--- src/rtl/gottagofast_pkg.sv ---
// Shared types, default timing constants and bank decode for the FastRAM DRAM sequencer.
package gottagofast_pkg;

  typedef enum logic [2:0] {
    IDLE,
    ROW,
    COL,
    HOLD,
    PRECHARGE,
    REF_CAS,
    REF_RAS,
    REF_END
  } state_t;

  // 108 cycles of the 7.09MHz bus clock is roughly 15.2us between CBR refreshes.
  localparam int REFRESH_INTERVAL_DEFAULT = 108;
  localparam int MAX_PENDING_DEFAULT      = 4;
  localparam int ROW_BITS_DEFAULT         = 10;

  // Active-low RAS pattern for a bank: bank 00 drives RAS4n, 01..11 drive RAS1n..RAS3n.
  function automatic logic [3:0] bank_rasn(input logic [1:0] bank);
    logic [3:0] rasn;
    case (bank)
      2'b00:   rasn = 4'b0111;
      2'b01:   rasn = 4'b1110;
      2'b10:   rasn = 4'b1101;
      default: rasn = 4'b1011;
    endcase
    return rasn;
  endfunction

endpackage

--- src/rtl/dram_sequencer_refresh_timer.sv ---
// Refresh interval timer plus saturating count of refreshes that are owed but not yet run.
module refresh_timer
  import gottagofast_pkg::*;
#(
  parameter int INTERVAL    = REFRESH_INTERVAL_DEFAULT,
  parameter int MAX_PENDING = MAX_PENDING_DEFAULT
) (
  input  logic clk,
  input  logic resetn,
  input  logic dec,
  output logic pending_nonzero,
  output logic pending_full
);

  localparam int TW = $clog2(INTERVAL);
  localparam int PW = $clog2(MAX_PENDING + 1);
  localparam logic [TW-1:0] RELOAD = TW'(INTERVAL - 1);
  localparam logic [PW-1:0] FULL   = PW'(MAX_PENDING);

  logic [TW-1:0] count;
  logic [PW-1:0] pending;
  logic          tick;

  assign tick            = (count == '0);
  assign pending_nonzero = (pending != '0);
  assign pending_full    = (pending == FULL);

  // Free-running down-counter; the cycle it sits at zero is the tick, and it reloads on that edge.
  always_ff @(posedge clk) begin
    if (!resetn) begin
      count <= RELOAD;
    end else if (tick) begin
      count <= RELOAD;
    end else begin
      count <= count - 1'b1;
    end
  end

  // A tick owes one more refresh, starting one pays one off; both together cancel out.
  always_ff @(posedge clk) begin
    if (!resetn) begin
      pending <= '0;
    end else if (tick && !dec) begin
      if (pending != FULL) begin
        pending <= pending + 1'b1;
      end
    end else if (dec && !tick) begin
      if (pending != '0) begin
        pending <= pending - 1'b1;
      end
    end
  end

endmodule

--- src/rtl/dram_sequencer.sv ---
// DRAM timing sequencer for the Zorro II FastRAM card: RAS/CAS/MADDR/MEMWn generation and CBR refresh.
module dram_sequencer
  import gottagofast_pkg::*;
#(
  parameter int REFRESH_INTERVAL = REFRESH_INTERVAL_DEFAULT,
  parameter int MAX_PENDING      = MAX_PENDING_DEFAULT,
  parameter int ROW_BITS         = ROW_BITS_DEFAULT
) (
  input  logic                  CLK,
  input  logic                  RESETn,
  input  logic                  req,
  input  logic                  rw,
  input  logic                  uds_n,
  input  logic                  lds_n,
  input  logic [1:0]            bank_sel,
  input  logic [2*ROW_BITS-1:0] addr,
  output logic [3:0]            RASn,
  output logic                  UCASn,
  output logic                  LCASn,
  output logic [ROW_BITS-1:0]   MADDR,
  output logic                  MEMWn,
  output logic                  ack,
  output logic                  refresh_busy
);

  state_t state;
  state_t next_state;

  logic [3:0] rasn_d;
  logic       ucasn_d;
  logic       lcasn_d;
  logic       memwn_d;
  logic       ack_d;
  logic       busy_d;

  logic ref_dec;
  logic pending_nonzero;
  logic pending_full;

  // The pending count drops as the sequencer commits to the RAS half of a refresh.
  assign ref_dec = (state == REF_CAS);

  refresh_timer #(
    .INTERVAL    (REFRESH_INTERVAL),
    .MAX_PENDING (MAX_PENDING)
  ) u_refresh_timer (
    .clk             (CLK),
    .resetn          (RESETn),
    .dec             (ref_dec),
    .pending_nonzero (pending_nonzero),
    .pending_full    (pending_full)
  );

  // Next state, then the strobe levels that state will present; they are registered so pins never see a comb path.
  always_comb begin
    next_state = state;
    rasn_d     = 4'hF;
    ucasn_d    = 1'b1;
    lcasn_d    = 1'b1;
    memwn_d    = 1'b1;
    ack_d      = 1'b0;
    busy_d     = 1'b0;

    case (state)
      IDLE: begin
        if (pending_full) begin
          next_state = REF_CAS;
        end else if (req) begin
          next_state = ROW;
        end else if (pending_nonzero) begin
          next_state = REF_CAS;
        end
      end
      ROW:       next_state = req ? COL : PRECHARGE;
      COL:       next_state = HOLD;
      HOLD:      next_state = req ? HOLD : PRECHARGE;
      PRECHARGE: next_state = IDLE;
      REF_CAS:   next_state = REF_RAS;
      REF_RAS:   next_state = REF_END;
      REF_END:   next_state = IDLE;
      default:   next_state = IDLE;
    endcase

    case (next_state)
      ROW: begin
        rasn_d  = bank_rasn(bank_sel);
        memwn_d = rw;
      end
      COL, HOLD: begin
        rasn_d  = RASn;
        ucasn_d = uds_n;
        lcasn_d = lds_n;
        memwn_d = rw;
        ack_d   = 1'b1;
      end
      REF_CAS: begin
        ucasn_d = 1'b0;
        lcasn_d = 1'b0;
        busy_d  = 1'b1;
      end
      REF_RAS: begin
        rasn_d  = 4'h0;
        ucasn_d = 1'b0;
        lcasn_d = 1'b0;
        busy_d  = 1'b1;
      end
      REF_END: begin
        busy_d  = 1'b1;
      end
      default: begin
        rasn_d  = 4'hF;
      end
    endcase
  end

  // State and strobe registers; reset drops every strobe at once with no precharge cycle.
  always_ff @(posedge CLK) begin
    if (!RESETn) begin
      state        <= IDLE;
      RASn         <= 4'hF;
      UCASn        <= 1'b1;
      LCASn        <= 1'b1;
      MEMWn        <= 1'b1;
      ack          <= 1'b0;
      refresh_busy <= 1'b0;
    end else begin
      state        <= next_state;
      RASn         <= rasn_d;
      UCASn        <= ucasn_d;
      LCASn        <= lcasn_d;
      MEMWn        <= memwn_d;
      ack          <= ack_d;
      refresh_busy <= busy_d;
    end
  end

  // Row address follows the bus while idle; the column is captured as RAS falls so it is settled for CAS.
  always_ff @(posedge CLK) begin
    if (!RESETn) begin
      MADDR <= '0;
    end else if (state == IDLE) begin
      if (next_state == ROW) begin
        MADDR <= addr[ROW_BITS-1:0];
      end else begin
        MADDR <= addr[2*ROW_BITS-1:ROW_BITS];
      end
    end
  end

endmodule

--- config.mk ---
export PLATFORM = sky130hd
export DESIGN_NAME = dram_sequencer
export DESIGN_NICKNAME = d
export VERILOG_FILES = /design/src/rtl/gottagofast_pkg.sv /design/src/rtl/dram_sequencer_refresh_timer.sv /design/src/rtl/dram_sequencer.sv
export SDC_FILE = /design/constraint.sdc
export NUM_CORES = 1
export LEC_CHECK = 0
export CORE_ASPECT_RATIO = 1.25
export CORE_UTILIZATION = 49
export DETAILED_ROUTE_END_ITERATION = 10
export HOLD_SLACK_MARGIN = 0.05
export MAX_ROUTING_LAYER = met4
export PLACE_DENSITY = 0.84
export SYNTH_ARGS = -nofsm -noshare
export SYNTH_HDL_FRONTEND = slang
export SYNTH_SLANG_ARGS = --single-unit
--- constraint.sdc ---
create_clock -name CLK -period 3.5 [get_ports CLK]
set_clock_uncertainty 0.1 [all_clocks]
set_input_delay 0.35 -clock CLK [delete_from_list [all_inputs] [get_ports CLK]]
set_output_delay 0.35 -clock CLK [all_outputs]
set_load 0.05 [all_outputs]
# Word-level counts from Yosys, hierarchy flattened
# Index checks and enable logic that the tools add are counted.
[classes] bitwise=1 n_reduce_logical=18 n_mux=17 add_sub_neg=3 n_eq_ne=18
[ops] operator="$mux 3" n=9
[ops] operator="$eq 3x3->1 const B" n=8
[ops] operator="$pmux 4 s3" n=2
[ops] operator="$pmux 3 s7" n=1
[ops] operator="$eq 3x2->1 const B" n=4
[ops] operator="$mux 10" n=1
[ops] operator="$reduce_or 2->1" n=4
[ops] operator="$logic_not 7->1" n=1
[ops] operator="$sub 7x1->7 const B" n=1
[ops] operator="$eq 3x1->1 const B" n=2
[ops] operator="$reduce_or 3->1" n=2
[ops] operator="$pmux 1 s2" n=2
[ops] operator="$reduce_bool 2->1" n=2
[ops] operator="$add 3x1->3 const B" n=1
[ops] operator="$logic_not 3->1" n=1
[ops] operator="$ne 3x3->1 const B" n=1
[ops] operator="$reduce_and 3->1" n=1
[ops] operator="$reduce_bool 3->1" n=1
[ops] operator="$sub 3x1->3 const B" n=1
[ops] operator="$eq 2x1->1 const B" n=1
[ops] operator="$eq 2x2->1 const B" n=1
[ops] operator="$logic_and 1x1->1" n=2
[ops] operator="$logic_not 1->1" n=2
[ops] operator="$logic_not 2->1" n=1
[ops] operator="4 further kinds" n=5
[word_totals] word_cells=67 out_inout_bits=19 reg_bits=32 in_bits=28

# Longest topological paths before layout
[depth] word_depth=8 mapped_depth=8

# Hierarchy
# Synthesis repeated with hierarchy kept, for this count alone.
[unflattened] cells_unflattened=181 hier_area_um2=1529.0
[by_module_without_submodules] module="dram_sequencer" cells_per_inst=123 area_each_um2=1001.0 instances=1
[by_module_without_submodules] module="refresh_timer" cells_per_inst=58 area_each_um2=528.0 instances=1

# Worst setup path before layout
# Ideal clock, no wire load.
[synth_timing] path_type="register -> register" startpoint="register u_refresh_timer.count[3]" endpoint="register u_refresh_timer.pending[2]" arrival_time_ps=2243 stages_incl_launch_ff=8 setup_ps=65 slack_ps=1092 n_path_buf=0 period_less_slack_ps=2408 path_cell_list="dfxtp_1 > nor2_1 > nand4b_1 > or2b_1 > fa_1 > or3_1 > mux4_2 > nor2_1"
[synth_between] elab_chain_cells=5 elab_cells_between_ends=9 classes_between="eq/ne: 1; mux: 1; reduce/logical: 7"
[synth_rtl] element="start: declaration" line="dram_sequencer_refresh_timer.sv:20" text="logic [TW-1:0] count;"
[synth_rtl] element="start signal: assignment" line="dram_sequencer_refresh_timer.sv:35" text="count <= count - 1'b1;"
[synth_rtl] element="$logic_not 7->1 (*)" line="dram_sequencer_refresh_timer.sv:24" text="assign tick = (count == '0);"
[synth_rtl] element="$logic_not 1->1" line="dram_sequencer_refresh_timer.sv:47" text="end else if (dec && !tick) begin"
[synth_rtl] element="$logic_and 1x1->1" line="dram_sequencer_refresh_timer.sv:47"
[synth_rtl] element="$reduce_bool 2->1 (no source line)"
[synth_rtl] element="$reduce_and 3->1 (no source line)"
[synth_rtl] element="end signal: assignment" line="dram_sequencer_refresh_timer.sv:45" text="pending <= pending + 1'b1;"
[synth_rtl] element="end signal: assignment" line="dram_sequencer_refresh_timer.sv:49" text="pending <= pending - 1'b1;"
[synth_rtl] element="end: declaration" line="dram_sequencer_refresh_timer.sv:21" text="logic [PW-1:0] pending;"
# Every way passes the cells marked *; elsewhere a longest branch is shown, timed or not.
# A chain may end at the register's enable or synchronous reset.

# Worst setup path in the final report
# Ends and elaborated chain as after synthesis.

==> run_results.csv <==
group,metric,value,unit
die,start_util,0.513,
clock_network,cts_resized,0,
setup_path,critical_path.cell_chain,"nor2_1 -> nand4b_1 -> or2b_1 -> fa_1 -> or3_1 -> mux4_2 -> nor2_1",
place,portBuffers,46,
clock_network,clk_pin_slew,0.10,ns
setup_path,cpPeakStageDelay,0.46,ns
yosys,synth_area_leaders,"dfxtp_1 (43%), nor3_1 (8.0%), nor2_1 (5.3%)",
die,die_w,51.5,um
setup_path,cpMostUsedCell,"nor2_1",
setup_path,path_buf_inv,0,
min_path,hp-class,"reg2reg",
setup_path,worstSetupStartpointType,"flop",
drt,drt-wirelength-per-cell,13.4,um
pwr,p_per_area,460,nW/um2
yosys,synth_edf_count,0,
global_routing,grt_max_degree,25,
timing,worst_slew_pin_slew,0.773,ns
timing,timing.final.crit_share,0.756,
timing,layout_min_cycle_time,2.65,ns
die,fp.coreArea,2920,um2
drt,wirelength_met1,1450,um
setup_path,end_kind,"flop",
drt,drtIter0Drc,20,
timing,setup_viol_count_final,0,
clock_network,clock_sinks,32,
timing,finalMaxSlewViolations,0,
pwr,vdd_ir_drop_max,0.378,mV
finish,antenna_cells,0,
timing,finalHoldViolCount,0,
clock_network,cts_setup_buffers,0,
drt,drc,0,
yosys,syn_area_per_cell,8.51,um2
finish,final_core_util,0.695,
setup_path,worstPathArrival,2.81,ns
drt,antenna_left,0,
setup_path,critPathSlowestCell,"mux4_2",
drt,wl_met3,185,um
finish,final_nets,252,
clock_network,htreeDepth,2,
yosys,synth_top_area_cell,"dfxtp_1",
global_routing,grt_overflow,0,
finish,area_delta_synth_final,35.3,%
setup_path,cp.required,3.66,ns
drt,via_per_inst,5.48,
yosys,yosysWarnings,0,
global_routing,antenna_found_initial,0,
finish,fillers,261,
yosys,synthesis.nets,207,
drt,drt_first_pass_iters,4,
yosys,ys_top_cells_by_count,"dfxtp_1 (32), nor3_1 (24), nor2_1 (21)",
clock_network,ctsRootBufferMaster,"clkbuf_4",
setup_path,critPathTopFamily,"simple AND/OR/NAND/NOR gates",
global_routing,grt_pass1_vias,1423,
timing,setup_tns,0,ns
drt,top_layer,"met4",
die,die_h,63.8,um
timing,max_clock_freq,0.378,GHz
pwr,p_leak,0.816,nW
clock_network,clk_path_buf_depth,2,
clock_network,cts_hold_buf,0,
setup_path,crit_cells,7,
place,hpwl,2540,um
drt,wl,3450,um
global_routing,grt_pass1_wl,6030,um
die,io_pins,47,
min_path,hold_path_depth,1,
finish,multi_input_area,796,um2
finish,drive_above_1_share,0.0541,
finish,regArea,641,um2
clock_network,clk_latency,0.34,ns
global_routing,track_usage,0.254,
die,rows,22,
place,gp_congestion,0.729,
setup_path,worstPathMaxFanout,5,
yosys,synthDominantCellAreaShare,0.428,
yosys,netlist_area,1500,um2
setup_path,reg2reg_depth,7,
clock_network,numCtsBuffers,5,
yosys,ys_ff_latch,32,
pwr,power,932,uW
run_status,outcome,"completed",
yosys,async_flop_share,0,
yosys,synth.distinct_cells,40,
yosys,synth_ff_type,"dfxtp_1",
flow_run,maxCapViolCount,0,
yosys,synth_cells,176,
drt,vias,1414,
yosys,ys_seq_area_frac,0.428,
setup_path,path_class,"reg2reg",
timing,relSlewSlack,0.483,
die,design.die.area,3280,um2
drt,wl_met2,1740,um
clock_network,cts_tree,"done",
timing,rsz0062_at_grt,"false",
yosys,synth.most_common_cell,"dfxtp_1",
-- placed cells by master (no fill, tap or decap), types with 2 or more instances in the layout --
cell type	n
nor2b_1	4
xor2_1	3
inv_1	4
nand2_1	16
o21a_1	2
and2_1	4
nand3b_1	2
nor3_1	24
xnor2_1	2
ha_1	2
nand3_1	6
clkbuf_4	5
o21ai_0	12
nor2_1	21
or3_1	4
dfxtp_1	32
nand2b_1	3
clkdlybuf4s50_1	46
a221o_1	2
mux2i_1	4
or2b_1	2
-- per-stage QoR --
stage | hold WS (ns) | setup slack (ns) | instances | instance area, um2
final | 0.303 | 0.853 | 258 | 2030
after global routing | 0.329 | 0.704 | 258 | 2030
after CTS | 0.306 | 0.858 | 258 | 2030
after detailed placement | 0.283 | 0.916 | 250 | 1960
after global placement | 0.275 | 1.03 | 250 | 1960
after floorplan | 0.266 | 1.09 | 176 | 1500
-- state kept, by name (all words and copies together), names as in the netlist --
signal / count
u_refresh_timer.count: 7
u_refresh_timer.pending: 3
RASn: 4
MADDR: 10
MEMWn: 1
ack: 1
LCASn: 1
UCASn: 1
state: 3
refresh_busy: 1
-- final cells by class --
class / count / share of cell area
well taps: 36 / 0.0222
clock inverters: 1 / 0.00370
inverters: 4 / 0.00741
flip-flops and latches: 32 / 0.316
repair buffers: 47 / 0.231
clock buffers: 7 / 0.0272
multi-input cells: 131 / 0.393
-- cells by family (layout without fill, tap and decap cells) --
logic type | count (synthesis) | in the layout | share of synthesized area
buffers and inverters | 13 | 59 | 0.0409
adder cells (fa/ha/maj) | 3 | 3 | 0.0301
AO/OA/AOI/OAI | 24 | 24 | 0.106
multiplexers | 5 | 5 | 0.0418
AND/OR/NAND/NOR | 94 | 94 | 0.324
flip-flops | 32 | 32 | 0.428
XOR/XNOR | 5 | 5 | 0.0292
-- worst reg2reg max path, delay by kind of cell (launching register included) --
family	cells	cell delay (ns)
flip-flops	1	0.34
adder cells (fa/ha/maj)	1	0.41
multiplexers	1	0.46
AND/OR/NAND/NOR	5	1.26
-- metal layers --
layer / vias up / GRT usage
li1: 701 / -
met1: 666 / 0.268
met2: 41 / 0.396
met3: 6 / 0.0952
met4: 0 / 0.152
met5: - / -
-- path summary, 6_finish.rpt --
| kind | endpoint | slack (ns) | start |
|---|---|---|---|
| worst max-delay path | u_refresh_timer.pending[2] | 0.85 | u_refresh_timer.count[3] |
| worst min-delay path | u_refresh_timer.count[0] | 0.30 | u_refresh_timer.count[0] |
| worst max register to register | u_refresh_timer.pending[2] | 0.85 | u_refresh_timer.count[3] |
| worst min register to register | u_refresh_timer.count[0] | 0.30 | u_refresh_timer.count[0] |
-- power by group --
group	internal (mW)	total (mW)	leakage [nW]	switching [mW]
logic	0.111	0.287	0.521	0.176
registers	0.397	0.419	0.263	0.0221
clock network	0.0983	0.226	0.0315	0.128
total	0.606	0.932	0.816	0.326
(Power assumes the default switching activity.)
